==> config.mk <==
export PLATFORM = sky130hd
export DESIGN_NAME = control_sequencer
export DESIGN_NICKNAME = d
export VERILOG_FILES = /design/src/rtl/control_sequencer.sv
export SDC_FILE = /design/constraint.sdc
export NUM_CORES = 1
export LEC_CHECK = 0
export ABC_AREA = 1
export BUFFER_PORTS_ARGS = -buffer_cell sky130_fd_sc_hd__buf_2
export CORE_UTILIZATION = 45
export CTS_BUF_LIST = sky130_fd_sc_hd__clkbuf_8 sky130_fd_sc_hd__clkbuf_16
export DETAILED_ROUTE_END_ITERATION = 10
export PLACE_DENSITY = 0.81
export SKIP_CTS_REPAIR_TIMING = 1
export SKIP_LAST_GASP = 1
export SLEW_MARGIN = 20
export SYNTH_ARGS = -nofsm -noshare
export SYNTH_HDL_FRONTEND = slang
export SYNTH_SLANG_ARGS = --single-unit
==> constraint.sdc <==
create_clock -name clk -period 1.6 [get_ports clk]
set_clock_uncertainty 0.15 [all_clocks]
set_input_delay 0.08 -clock clk [delete_from_list [all_inputs] [get_ports clk]]
set_output_delay 0.08 -clock clk [all_outputs]
set_load 0.01 [all_outputs]
==> src/rtl/control_sequencer.sv <==
// control_sequencer: T0..T6 timing/control unit of the basic computer (IR decode, bus select, strobes)
// Define INTERRUPT_EN to add I/O instructions, ien/r_ff and the RT0..RT2 interrupt cycle.
module control_sequencer #(
    parameter int SC_W = 3
) (
    input  logic            clk,
    input  logic            reset,
    input  logic [15:0]     ir_outdata,
    input  logic            ac_sign,
    input  logic            ac_zero,
    input  logic            e_flag,
    input  logic            dr_zero,
    input  logic            fgi,
    input  logic            fgo,
    output logic [2:0]      bus_code,
    output logic            ar_ld,
    output logic            ar_inc,
    output logic            ar_clr,
    output logic            pc_ld,
    output logic            pc_inc,
    output logic            pc_clr,
    output logic            dr_ld,
    output logic            dr_inc,
    output logic            ir_ld,
    output logic            tr_ld,
    output logic            mem_wr,
    output logic [3:0]      alu_op,
    output logic [SC_W-1:0] sc,
    output logic            halted
);
    typedef enum logic [SC_W-1:0] {T0, T1, T2, T3, T4, T5, T6} state_t;
    state_t sc_q, sc_d;
    logic i_ff, i_d, halt_d;
    logic [2:0] d_q, d_d;
`ifdef INTERRUPT_EN
    logic ien, ien_d, r_ff, r_d;
`else
    logic unused_flags;
    assign unused_flags = fgi ^ fgo;
`endif
    assign sc = sc_q;

    always_ff @(posedge clk) begin
        if (reset) begin
            sc_q   <= T0;
            i_ff   <= 1'b0;
            d_q    <= 3'd0;
            halted <= 1'b0;
`ifdef INTERRUPT_EN
            ien    <= 1'b0;
            r_ff   <= 1'b0;
`endif
        end else begin
            sc_q   <= sc_d;
            i_ff   <= i_d;
            d_q    <= d_d;
            halted <= halt_d;
`ifdef INTERRUPT_EN
            ien    <= ien_d;
            r_ff   <= r_d;
`endif
        end
    end

    always_comb begin
        sc_d   = T0;
        i_d    = i_ff;
        d_d    = d_q;
        halt_d = halted;
`ifdef INTERRUPT_EN
        ien_d  = ien;
        r_d    = r_ff;
`endif
        bus_code = 3'b000;
        {ar_ld, ar_inc, ar_clr, pc_ld, pc_inc, pc_clr, dr_ld, dr_inc, ir_ld, tr_ld, mem_wr} = '0;
        alu_op = 4'h0;
        if (!halted) begin
`ifdef INTERRUPT_EN
            if (ien && (fgi || fgo) && sc_q > T2)
                r_d = 1'b1;
            // a pending interrupt replaces the fetch states with RT0..RT2
            if (r_ff && sc_q <= T2) begin
                case (sc_q)
                    T0: begin
                        ar_clr = 1'b1; bus_code = 3'b010; tr_ld = 1'b1; sc_d = T1;
                    end
                    T1: begin
                        bus_code = 3'b110; mem_wr = 1'b1; pc_clr = 1'b1; sc_d = T2;
                    end
                    default: begin
                        pc_inc = 1'b1; ien_d = 1'b0; r_d = 1'b0;
                    end
                endcase
            end else
`endif
            case (sc_q)
                T0: begin
                    bus_code = 3'b010; ar_ld = 1'b1; sc_d = T1;
                end
                T1: begin
                    bus_code = 3'b111; ir_ld = 1'b1; pc_inc = 1'b1; sc_d = T2;
                end
                T2: begin
                    bus_code = 3'b101; ar_ld = 1'b1; sc_d = T3;
                    i_d = ir_outdata[15];
                    d_d = ir_outdata[14:12];
                end
                T3: begin
                    if (d_q != 3'd7) begin
                        bus_code = i_ff ? 3'b111 : 3'b000;
                        ar_ld    = i_ff;
                        sc_d     = T4;
                    end else if (!i_ff) begin
                        if      (ir_outdata[11]) alu_op = 4'h4;
                        else if (ir_outdata[10]) alu_op = 4'h5;
                        else if (ir_outdata[9])  alu_op = 4'h6;
                        else if (ir_outdata[8])  alu_op = 4'h7;
                        else if (ir_outdata[7])  alu_op = 4'h8;
                        else if (ir_outdata[6])  alu_op = 4'h9;
                        else if (ir_outdata[5])  alu_op = 4'hA;
                        else if (ir_outdata[4])  pc_inc = !ac_sign;
                        else if (ir_outdata[3])  pc_inc = ac_sign;
                        else if (ir_outdata[2])  pc_inc = ac_zero;
                        else if (ir_outdata[1])  pc_inc = !e_flag;
                        else if (ir_outdata[0])  halt_d = 1'b1;
                    end
`ifdef INTERRUPT_EN
                    else begin
                        if      (ir_outdata[11]) alu_op = 4'hB;
                        else if (ir_outdata[10]) alu_op = 4'hC;
                        else if (ir_outdata[9])  pc_inc = fgi;
                        else if (ir_outdata[8])  pc_inc = fgo;
                        else if (ir_outdata[7])  ien_d  = 1'b1;
                        else if (ir_outdata[6])  ien_d  = 1'b0;
                    end
`endif
                end
                T4: begin
                    case (d_q)
                        3'd0, 3'd1, 3'd2, 3'd6: begin
                            bus_code = 3'b111; dr_ld = 1'b1; sc_d = T5;
                        end
                        3'd3: begin
                            bus_code = 3'b100; mem_wr = 1'b1;
                        end
                        3'd4: begin
                            bus_code = 3'b001; pc_ld = 1'b1;
                        end
                        3'd5: begin
                            bus_code = 3'b010; mem_wr = 1'b1; ar_inc = 1'b1; sc_d = T5;
                        end
                        default: ;
                    endcase
                end
                T5: begin
                    case (d_q)
                        3'd0, 3'd1, 3'd2: alu_op = {1'b0, d_q} + 4'd1;
                        3'd5: begin
                            bus_code = 3'b001; pc_ld = 1'b1;
                        end
                        3'd6: begin
                            dr_inc = 1'b1; sc_d = T6;
                        end
                        default: ;
                    endcase
                end
                T6: begin
                    bus_code = 3'b011; mem_wr = 1'b1; pc_inc = dr_zero;
                end
                default: ;
            endcase
        end
    end
endmodule

==> out/metrics.yaml, run 1 <==
synth-main-ff-cell: "dfxtp_1"
p_leak_nw: 0.732
fin_crit_sh: 1.17
cts_buffers: 3
instances_no_fill: 230
diodes: 0
routabilityCongestion: 0.837
rows: 15
drt_iter0_drc: 53
path_clk_slew_ns: 0.04
yosys.area.top_type: "dfxtp_1"
cts_num_sinks: 8
worst-setup-path-type: "reg2out"
synthMuxAreaShare: 0
drv_slew: 0
start_util: 0.496
critPathLaunchType: "flop"
fmax_ghz: 0.535
grt_pass1_vias: 962
grt_usage: 0.250
antenna_found_initial: 0
syn_area_sq_um: 893
post-place-ws_ns: -0.0835
cts_tree: "built"
route.met2.wl_mm: 1.66
place_hpwl_mm: 1.96
hold_ws_ns: -0.0213
crit_arrival_ns: 1.64
final.min_clock_period_ns: 1.87
synth_compound_area_frac: 0.186
areaGrowthSynthToFinish_pct: 60.8
vdd_drop_max_mv: 0.878
numPortBuffers: 40
grt_start_max_net_pins: 11
remaining_drc_errors: 0
root_buffer: "clkbuf_8"
async_flop_share: 0
ys_ff_latch: 8
die_h_um: 46.6
vias: 1251
synth_top_family_by_area: "simple AND/OR/NAND/NOR gates"
rsz0062_at_grt: "yes"
core_area_sq_um: 1800
nNetsFinal: 237
totalWireLength_mm: 3.25
final_area_sq_um: 1440
placed_cells: 220
yosysMostFrequentCell: "inv_1"
wl_per_cell_um: 14.1
drive_above_1_share: 0.507
hold_violations: 1
grt-ovfl-total: 0
synth_top_area_share: 0.179
htree_levels: 1
viasPerCell: 5.44
drt_first_pass_iters: 4
wl_met1_mm: 1.19
dieArea_sq_um: 2170
synth_xor_area_frac: 0
worstHoldPathType: "in2reg"
power-per-cell-area_nw_per_um2: 853
io_pins: 46
cp.required_ns: 1.37
netlist_top_cells_count: "inv_1, nand2_1, nor2_1"
violations: "negative hold slack, negative setup slack"
grt_first_pass_wirelength_mm: 3.82
syn_inst: 150
syn_avg_cell_area_sq_um: 5.96
timing.final.ws_setup_ns: -0.269
synth_cell_type_count: 25
die_x_um: 46.6
synthSimpleGateAreaFrac: 0.368
yosysWarnings: 0
cap_violations: 0
power_w: 0.00123
top_layer: "met4"
ant_nets: 0
critPathCaptureType: "primary output"
clock_path_buffers: 2
clk_latency_ns: 0.23
synth_area_leaders: "dfxtp_1, inv_1, nand2_1, nor2_1, ha_1"
synth_edf_count: 0
status: "finished with violations"
route.met3.wl_um: 243
setup_viol: 12
cp_max_fo: 3
dpl-instance-area_sq_um: 1160
yosys.area_share.adder: 0.0840
seq_area_frac_synth: 0.179
## flip-flops by register name, indices dropped and copies added, names as in the netlist
| signal | cells |
|---|---|
| d_q | 3 |
| sc | 3 |
| halted | 1 |
| i_ff | 1 |
## path summary, 6_finish.rpt
check	start	endpoint	slack (ns)	cells after the start
setup reg to reg	d_q[0]$_SDFFE_PP0P_	halted$_SDFF_PP0_	0.08	9
hold / removal	ir_outdata[14]	d_q[2]$_SDFFE_PP0P_	-0.02	3
hold reg to reg	halted$_SDFF_PP0_	halted$_SDFF_PP0_	0.44	2
setup / recovery	d_q[1]$_SDFFE_PP0P_	alu_op[2]	-0.27	9
## area by class of cell
type | instances | area (sq um)
multi-input combinational | 107 | 722
fill | 134 | 365
timing repair buffer | 56 | 340
sequential | 8 | 176
inverter | 31 | 125
clock buffer | 3 | 41.3
tap | 25 | 31.3
## cells in the final DEF, fill, tap and decap left out
master | netlist | routed
buf_2 | 1 | 40
nand2_1 | 26 | 25
inv_1 | 29 | 24
nor2_1 | 21 | 17
buf_4 | 3 | 10
o21ai_0 | 12 | 9
a21oi_1 | 10 | 8
ha_4 | 0 | 6
nor2_4 | 3 | 5
nand3_1 | 7 | 5
a21oi_2 | 3 | 5
inv_2 | 2 | 4
nand3_2 | 3 | 4
nor2_2 | 2 | 4
a31oi_1 | 4 | 4
dfxtp_2 | 0 | 4
buf_6 | 1 | 4
nand2_2 | 2 | 3
o21ai_2 | 0 | 3
conb_1 | 1 | 3
clkbuf_8 | 0 | 3
dfxtp_4 | 0 | 3
inv_4 | 0 | 2
dlygate4sd3_1 | 0 | 2
clkinvlp_4 | 0 | 1
nand3_4 | 0 | 1
nand4_1 | 1 | 1
nand2_4 | 1 | 1
nor4_2 | 0 | 1
o21ai_1 | 1 | 1
nor3_1 | 1 | 1
dfxtp_1 | 8 | 1
## where the power goes
| part | internal, W | leakage (nW) | total (W) | switching, W |
|---|---|---|---|---|
| sequential | 0.000247 | 0.0692 | 0.000323 | 0.0000764 |
| clock | 0.000164 | 0.0216 | 0.000250 | 0.0000865 |
| combinational | 0.000283 | 0.641 | 0.000653 | 0.000370 |
| total | 0.000693 | 0.732 | 0.00123 | 0.000533 |
## layer usage
metal | vias to the layer above | GRT usage
li1 | 576 | -
met1 | 574 | 0.290
met2 | 81 | 0.433
met3 | 20 | 0.0392
met4 | 0 | 0.129
met5 | - | 0
## through the flow
step / setup TNS [ns] / util
2_1_floorplan: 0 / -
3_3_place_gp: 0 / 0.646
3_5_place_dp: -0.275 / 0.646
4_1_cts: -2.69 / 0.669
5_1_grt: -2.69 / 0.797
6_report: -1.96 / 0.797
## kinds of logic after synthesis
group | Yosys count
buffers and inverters | 37
other | 1
adder cells (fa/ha/maj) | 6
AND/OR/NAND/NOR | 68
AO/OA/AOI/OAI | 30
flip-flops | 8
## worst max-delay path, cell delays in order (launching register included)
cell and delay, ns:
dfxtp_4 0.35, inv_2 0.13, ha_4 0.16, inv_1 0.06, nand2_1 0.08, o21ai_2 0.06, nor2_2 0.15, nand2_1 0.10
a21oi_2 0.16, buf_2 0.15
(Power assumes the default switching activity.)
==> run 2: changes to the inputs <==
Settings changed: SKIP_LAST_GASP 1 to not set.
==> run 2 against run 1 <==
Compared with the run above: the run still ends with negative hold slack, negative setup slack left; global-route usage stayed put; worst setup slack worse by 0.0036 ns; count of clock-buffer cells in the layout stayed put; highest routed layer unchanged.
==> out/metrics.yaml, run 2 (synthesized netlist as in run 1, its figures left out) <==
place_hpwl_mm: 1.96  # unchanged
cp_top_family: "flip-flops"  # unchanged
rsz0062_at_grt: "yes"  # unchanged
timing.final.ws_setup_ns: -0.272  # was -0.269 ns
hold_violations: 1  # unchanged
path_cells: "inv_2 -> ha_4 -> inv_1 -> nand2_1 -> o21ai_2 -> nor2_2 -> nand2_1 -> a21oi_2 -> buf_2"  # unchanged
critPathMostFrequentCell: "nand2_1"  # unchanged
htree_levels: 1  # unchanged
grt_usage: 0.250  # unchanged
r2r-start: "d_q[0]$_SDFFE_PP0P_"  # unchanged
grt-ovfl-total: 0  # unchanged
cts_buffers: 3  # unchanged
crit_path_start: "d_q[1]$_SDFFE_PP0P_"  # unchanged
areaGrowthSynthToFinish_pct: 61.1  # was 60.8%
fin_util: 0.799  # was 0.797
worstHoldPathType: "in2reg"  # unchanged
totalWireLength_mm: 3.27  # was 3.25 mm
crit_arrival_ns: 1.64  # about the same
clock_path_buffers: 2  # unchanged
fillerInstances: 135  # was 134
worst-setup-path-type: "reg2out"  # unchanged
clk_latency_ns: 0.23  # about the same
min_to: "d_q[2]$_SDFFE_PP0P_"  # unchanged
dieArea_sq_um: 2170  # unchanged
final.min_clock_period_ns: 1.87  # about the same
use_met3: 0.0392  # unchanged
critPathLaunchType: "flop"  # unchanged
cts_num_sinks: 8  # unchanged
path_clk_slew_ns: 0.04  # about the same
drt_first_pass_iters: 4  # unchanged
power-per-cell-area_nw_per_um2: 852  # was 853 nW/um^2
r2r_cells: 9  # unchanged
drt_iter0_drc: 78  # was 53
vdd_drop_max_mv: 0.886  # was 0.878 mV
nNetsFinal: 237  # unchanged
ant_nets: 0  # unchanged
vias: 1258  # was 1,251
critical-path-max-stage-delay_ns: 0.35  # about the same
start_util: 0.496  # unchanged
cp_slowest_cell: "dfxtp_4"  # unchanged
fin_crit_sh: 1.17  # about the same
setup_viol: 11  # was 12
grt_start_max_net_pins: 11  # unchanged
rrSetupSlack_ns: 0.08  # about the same
cap_violations: 0  # unchanged
violations: "negative hold slack, negative setup slack"  # unchanged
mostFrequentLayoutCells: "buf_2, nand2_1, inv_1"  # unchanged
io_pins: 46  # unchanged
viasPerCell: 5.47  # was 5.44
final_common_cell: "buf_2"  # unchanged
hold_depth: 3  # unchanged
cts_tree: "built"  # unchanged
fmax_ghz: 0.534  # was 0.535 GHz
post-place-ws_ns: -0.0835  # unchanged
antenna_found_initial: 0  # unchanged
drv_slew: 0  # unchanged
drive_above_1_share: 0.512  # was 0.507
grt_first_pass_wirelength_mm: 3.82  # unchanged
cp.required_ns: 1.37  # about the same
die_h_um: 46.6  # unchanged
die_x_um: 46.6  # unchanged
path_buf_inv: 3  # unchanged
rr_endpoint: "halted$_SDFF_PP0_"  # unchanged
use_met2: 0.433  # unchanged
root_buffer: "clkbuf_8"  # unchanged
numPortBuffers: 40  # unchanged
remaining_drc_errors: 0  # unchanged
routabilityCongestion: 0.837  # unchanged
core_area_sq_um: 1800  # unchanged
grt_pass1_vias: 962  # unchanged
grtUsageMet1: 0.290  # unchanged
rows: 15  # unchanged
path_depth: 9  # unchanged
critPathCaptureType: "primary output"  # unchanged
hold_ws_ns: -0.0244  # was -0.0213 ns
busiest_layer: "met2"  # unchanged
p_leak_nw: 0.733  # was 0.732 nW
status: "finished with violations"  # unchanged
cp_max_fo: 3  # unchanged
diodes: 0  # unchanged
wl_per_cell_um: 14.2  # was 14.1 um
min_from: "ir_outdata[14]"  # unchanged
-- run 2: cell counts in the layout (fill, tap and decap cells not counted) --
Identical to the previous run, type by type.
-- run 2: how the worst max path moves through the flow --
stage          slack (ns)         to
5_1_grt             -0.32  alu_op[2]
3_3_place_gp         0.01     pc_inc
3_5_place_dp        -0.08  alu_op[0]
4_1_cts             -0.34  alu_op[0]
6_report            -0.27  alu_op[2]
2_1_floorplan        0.02  alu_op[0]
-- run 2: power breakdown --
| group | leakage, nW | total [W] | internal, W | switching, W |
|---|---|---|---|---|
| Sequential | 0.0692 | 0.000323 | 0.000247 | 0.0000761 |
| Clock | 0.0216 | 0.000249 | 0.000164 | 0.0000859 |
| Combinational | 0.642 | 0.000655 | 0.000284 | 0.000371 |
| Total | 0.733 | 0.00123 | 0.000694 | 0.000533 |
-- run 2: worst min-delay path, delay by kind of cell --
kind / cells / cell delay, ns
compound gates: 2 / 0.17
buf+inv: 1 / 0.07
-- run 2: final cells by class --
cell class | instances | area [sq um] | area share
sequential | 8 | 176 | 0.123
inverter | 31 | 125 | 0.0870
tap | 25 | 31.3 | 0.0217
timing repair buffer | 56 | 340 | 0.237
clock buffer | 3 | 41.3 | 0.0287
multi-input combinational | 107 | 724 | 0.503
-- run 2: per-layer routing --
layer | up-vias | wire length [um]
li1 | 580 | -
met3 | 16 | 295
met1 | 570 | 1170
met5 | - | 0
met4 | 0 | 133
met2 | 92 | 1680
-- run 2: stage by stage --
step                setup TNS [ns]  total power [W]  cell area (sq um)  hold WS (ns)  std cells
global route                 -2.73          0.00131               1440       0.00896        230
CTS                          -2.69          0.00105               1200        -0.110        223
finish                       -1.99          0.00123               1440       -0.0244        230
global placement                 0         0.000778               1160         0.131        220
detailed placement          -0.275         0.000796               1160         0.135        220
floorplan                        0         0.000606                907      -0.00756        152
==> run 3: changes to the inputs <==
Settings changed: CORE_MARGIN set to 4, MAX_ROUTING_LAYER set to met4.
==> run 3 against run 2 <==
Compared with the run above: the flow still finishes with violations (negative hold slack, negative setup slack); worst hold slack better by 0.013 ns; combinational power down 9.0%; non-clock buffer count down 2; critical path type unchanged; critical endpoint unchanged.
==> out/metrics.yaml, run 3 (synthesized netlist as in run 1, its figures left out) <==
status: "finished with violations"  # unchanged
violations: "negative hold slack, negative setup slack"  # unchanged
path_clk_slew_ns: 0.04  # about the same
die_x_um: 52.6  # was 46.6 um
worst-setup-path-type: "reg2out"  # unchanged
cp_slowest_cell: "dfxtp_4"  # unchanged
critPathLaunchType: "flop"  # unchanged
root_buffer: "clkbuf_8"  # unchanged
setup_viol: 10  # was 11
drt_first_pass_iters: 4  # unchanged
cts_tree: "built"  # unchanged
final_common_cell: "buf_2"  # unchanged
io_pins: 46  # unchanged
viasPerCell: 5.00  # was 5.47
cts_buffers: 3  # unchanged
dieArea_sq_um: 2760  # was 2170 sq um
nNetsFinal: 235  # was 237
die_h_um: 52.6  # was 46.6 um
numPortBuffers: 40  # unchanged
p_leak_nw: 0.724  # was 0.733 nW
rsz0062_at_grt: "yes"  # unchanged
remaining_drc_errors: 0  # unchanged
final_area_sq_um: 1380  # was 1440 sq um
fin_crit_sh: 1.13  # was 1.17
core_area_sq_um: 1800  # unchanged
final.min_clock_period_ns: 1.81  # was 1.87 ns
path_cells: "inv_2 -> ha_4 -> inv_1 -> nand2_1 -> o21ai_1 -> nor2_2 -> nand2_1 -> a21oi_2 -> buf_2"  # was inv_2 -> ha_4 -> inv_1 -> nand2_1 -> o21ai_2 -> nor2_2 -> nand2_1 -> a21oi_2 -> buf_2
vdd_drop_max_mv: 0.590  # was 0.886 mV
start_util: 0.496  # unchanged
fillerInstances: 135  # unchanged
areaGrowthSynthToFinish_pct: 54.8  # was 61.1%
htree_levels: 1  # unchanged
drv_slew: 0  # unchanged
critical-path-max-stage-delay_ns: 0.36  # was 0.35 ns
mostFrequentLayoutCells: "buf_2, inv_1, nand2_1"  # was buf_2, nand2_1, inv_1
routabilityCongestion: 0.887  # was 0.837
rows: 15  # unchanged
timing.final.ws_setup_ns: -0.208  # was -0.272 ns
critPathCaptureType: "primary output"  # unchanged
drive_above_1_share: 0.473  # was 0.512
power_w: 0.00116  # was 0.00123 W
ant_nets: 0  # unchanged
regArea_sq_um: 175  # was 176 sq um
fmax_ghz: 0.553  # was 0.534 GHz
totalWireLength_mm: 2.87  # was 3.27 mm
worstHoldPathType: "in2reg"  # unchanged
critPathMostFrequentCell: "nand2_1"  # unchanged
grt_start_max_net_pins: 11  # unchanged
diodes: 0  # unchanged
placed_cells: 222  # was 220
drt_iter0_drc: 14  # was 78
crit_arrival_ns: 1.58  # was 1.64 ns
clk_latency_ns: 0.23  # about the same
place_hpwl_mm: 2.14  # was 1.96 mm
hold_ws_ns: -0.0117  # was -0.0244 ns
cts_num_sinks: 8  # unchanged
grt_pass1_vias: 1050  # was 962
grt_usage: 0.209  # was 0.250
grt_first_pass_wirelength_mm: 4.17  # was 3.82 mm
cp.required_ns: 1.37  # about the same
power-per-cell-area_nw_per_um2: 837  # was 852 nW/um^2
wl_per_cell_um: 12.6  # was 14.2 um
multi_input_area_sq_um: 696  # was 724 sq um
hold_violations: 2  # was 1
cp_max_fo: 4  # was 3
dpl-instance-area_sq_um: 1180  # was 1160 sq um
clock_path_buffers: 2  # unchanged
antenna_found_initial: 0  # unchanged
grt-ovfl-total: 0  # unchanged
vias: 1141  # was 1,258
cap_violations: 0  # unchanged
instances_no_fill: 228  # was 230
rrSetupSlack_ns: 0.13  # was 0.08 ns
-- run 3: power by group --
part | switching (W) | leakage [nW] | internal [W] | total, W
registers | 0.0000705 | 0.0688 | 0.000246 | 0.000317
logic | 0.000341 | 0.634 | 0.000254 | 0.000596
clock network | 0.0000817 | 0.0216 | 0.000163 | 0.000245
-- run 3: worst paths after layout --
kind,from,end,cells after the start
max,d_q[0]$_SDFFE_PP0P_,alu_op[2],9
min reg2reg,d_q[0]$_SDFFE_PP0P_,d_q[0]$_SDFFE_PP0P_,2
max reg2reg,d_q[0]$_SDFFE_PP0P_,halted$_SDFF_PP0_,9
min,ir_outdata[12],d_q[0]$_SDFFE_PP0P_,3
-- run 3: layout make-up --
class,count,share of cell area
clock buffer,3,0.0299
inverter,31,0.0878
multi-input combinational,107,0.503
sequential,8,0.127
tap,25,0.0226
timing repair buffer,54,0.230
-- run 3: critical path, delay by kind of cell (launching register included) --
kind	cells	cell delay, ns
DFF	1	0.36
and+or+nand+nor	3	0.35
buffers and inverters	3	0.30
AOI/OAI and AO/OA	2	0.21
adders and majority gates	1	0.14
-- run 3: metal layers --
metal  vias to the layer above  wire length (um)  global-route usage
met5                         -                 0                   -
met4                         0               146               0.149
met3                        16               122              0.0256
met2                        43              1510               0.374
met1                       506              1090               0.207
li1                        576                 -                   -
-- run 3: metrics by stage --
| step | setup TNS, ns | util | hold WS, ns | setup WS [ns] |
|---|---|---|---|---|
| after detailed placement | -0.420 | 0.654 | 0.135 | -0.112 |
| after floorplan | 0 | - | -0.00756 | 0.0165 |
| after global routing | -2.42 | 0.767 | 0.0297 | -0.344 |
| final | -1.46 | 0.767 | -0.0117 | -0.208 |
| after global placement | 0 | 0.654 | 0.132 | 0.00613 |
| after CTS | -2.72 | 0.677 | -0.110 | -0.364 |
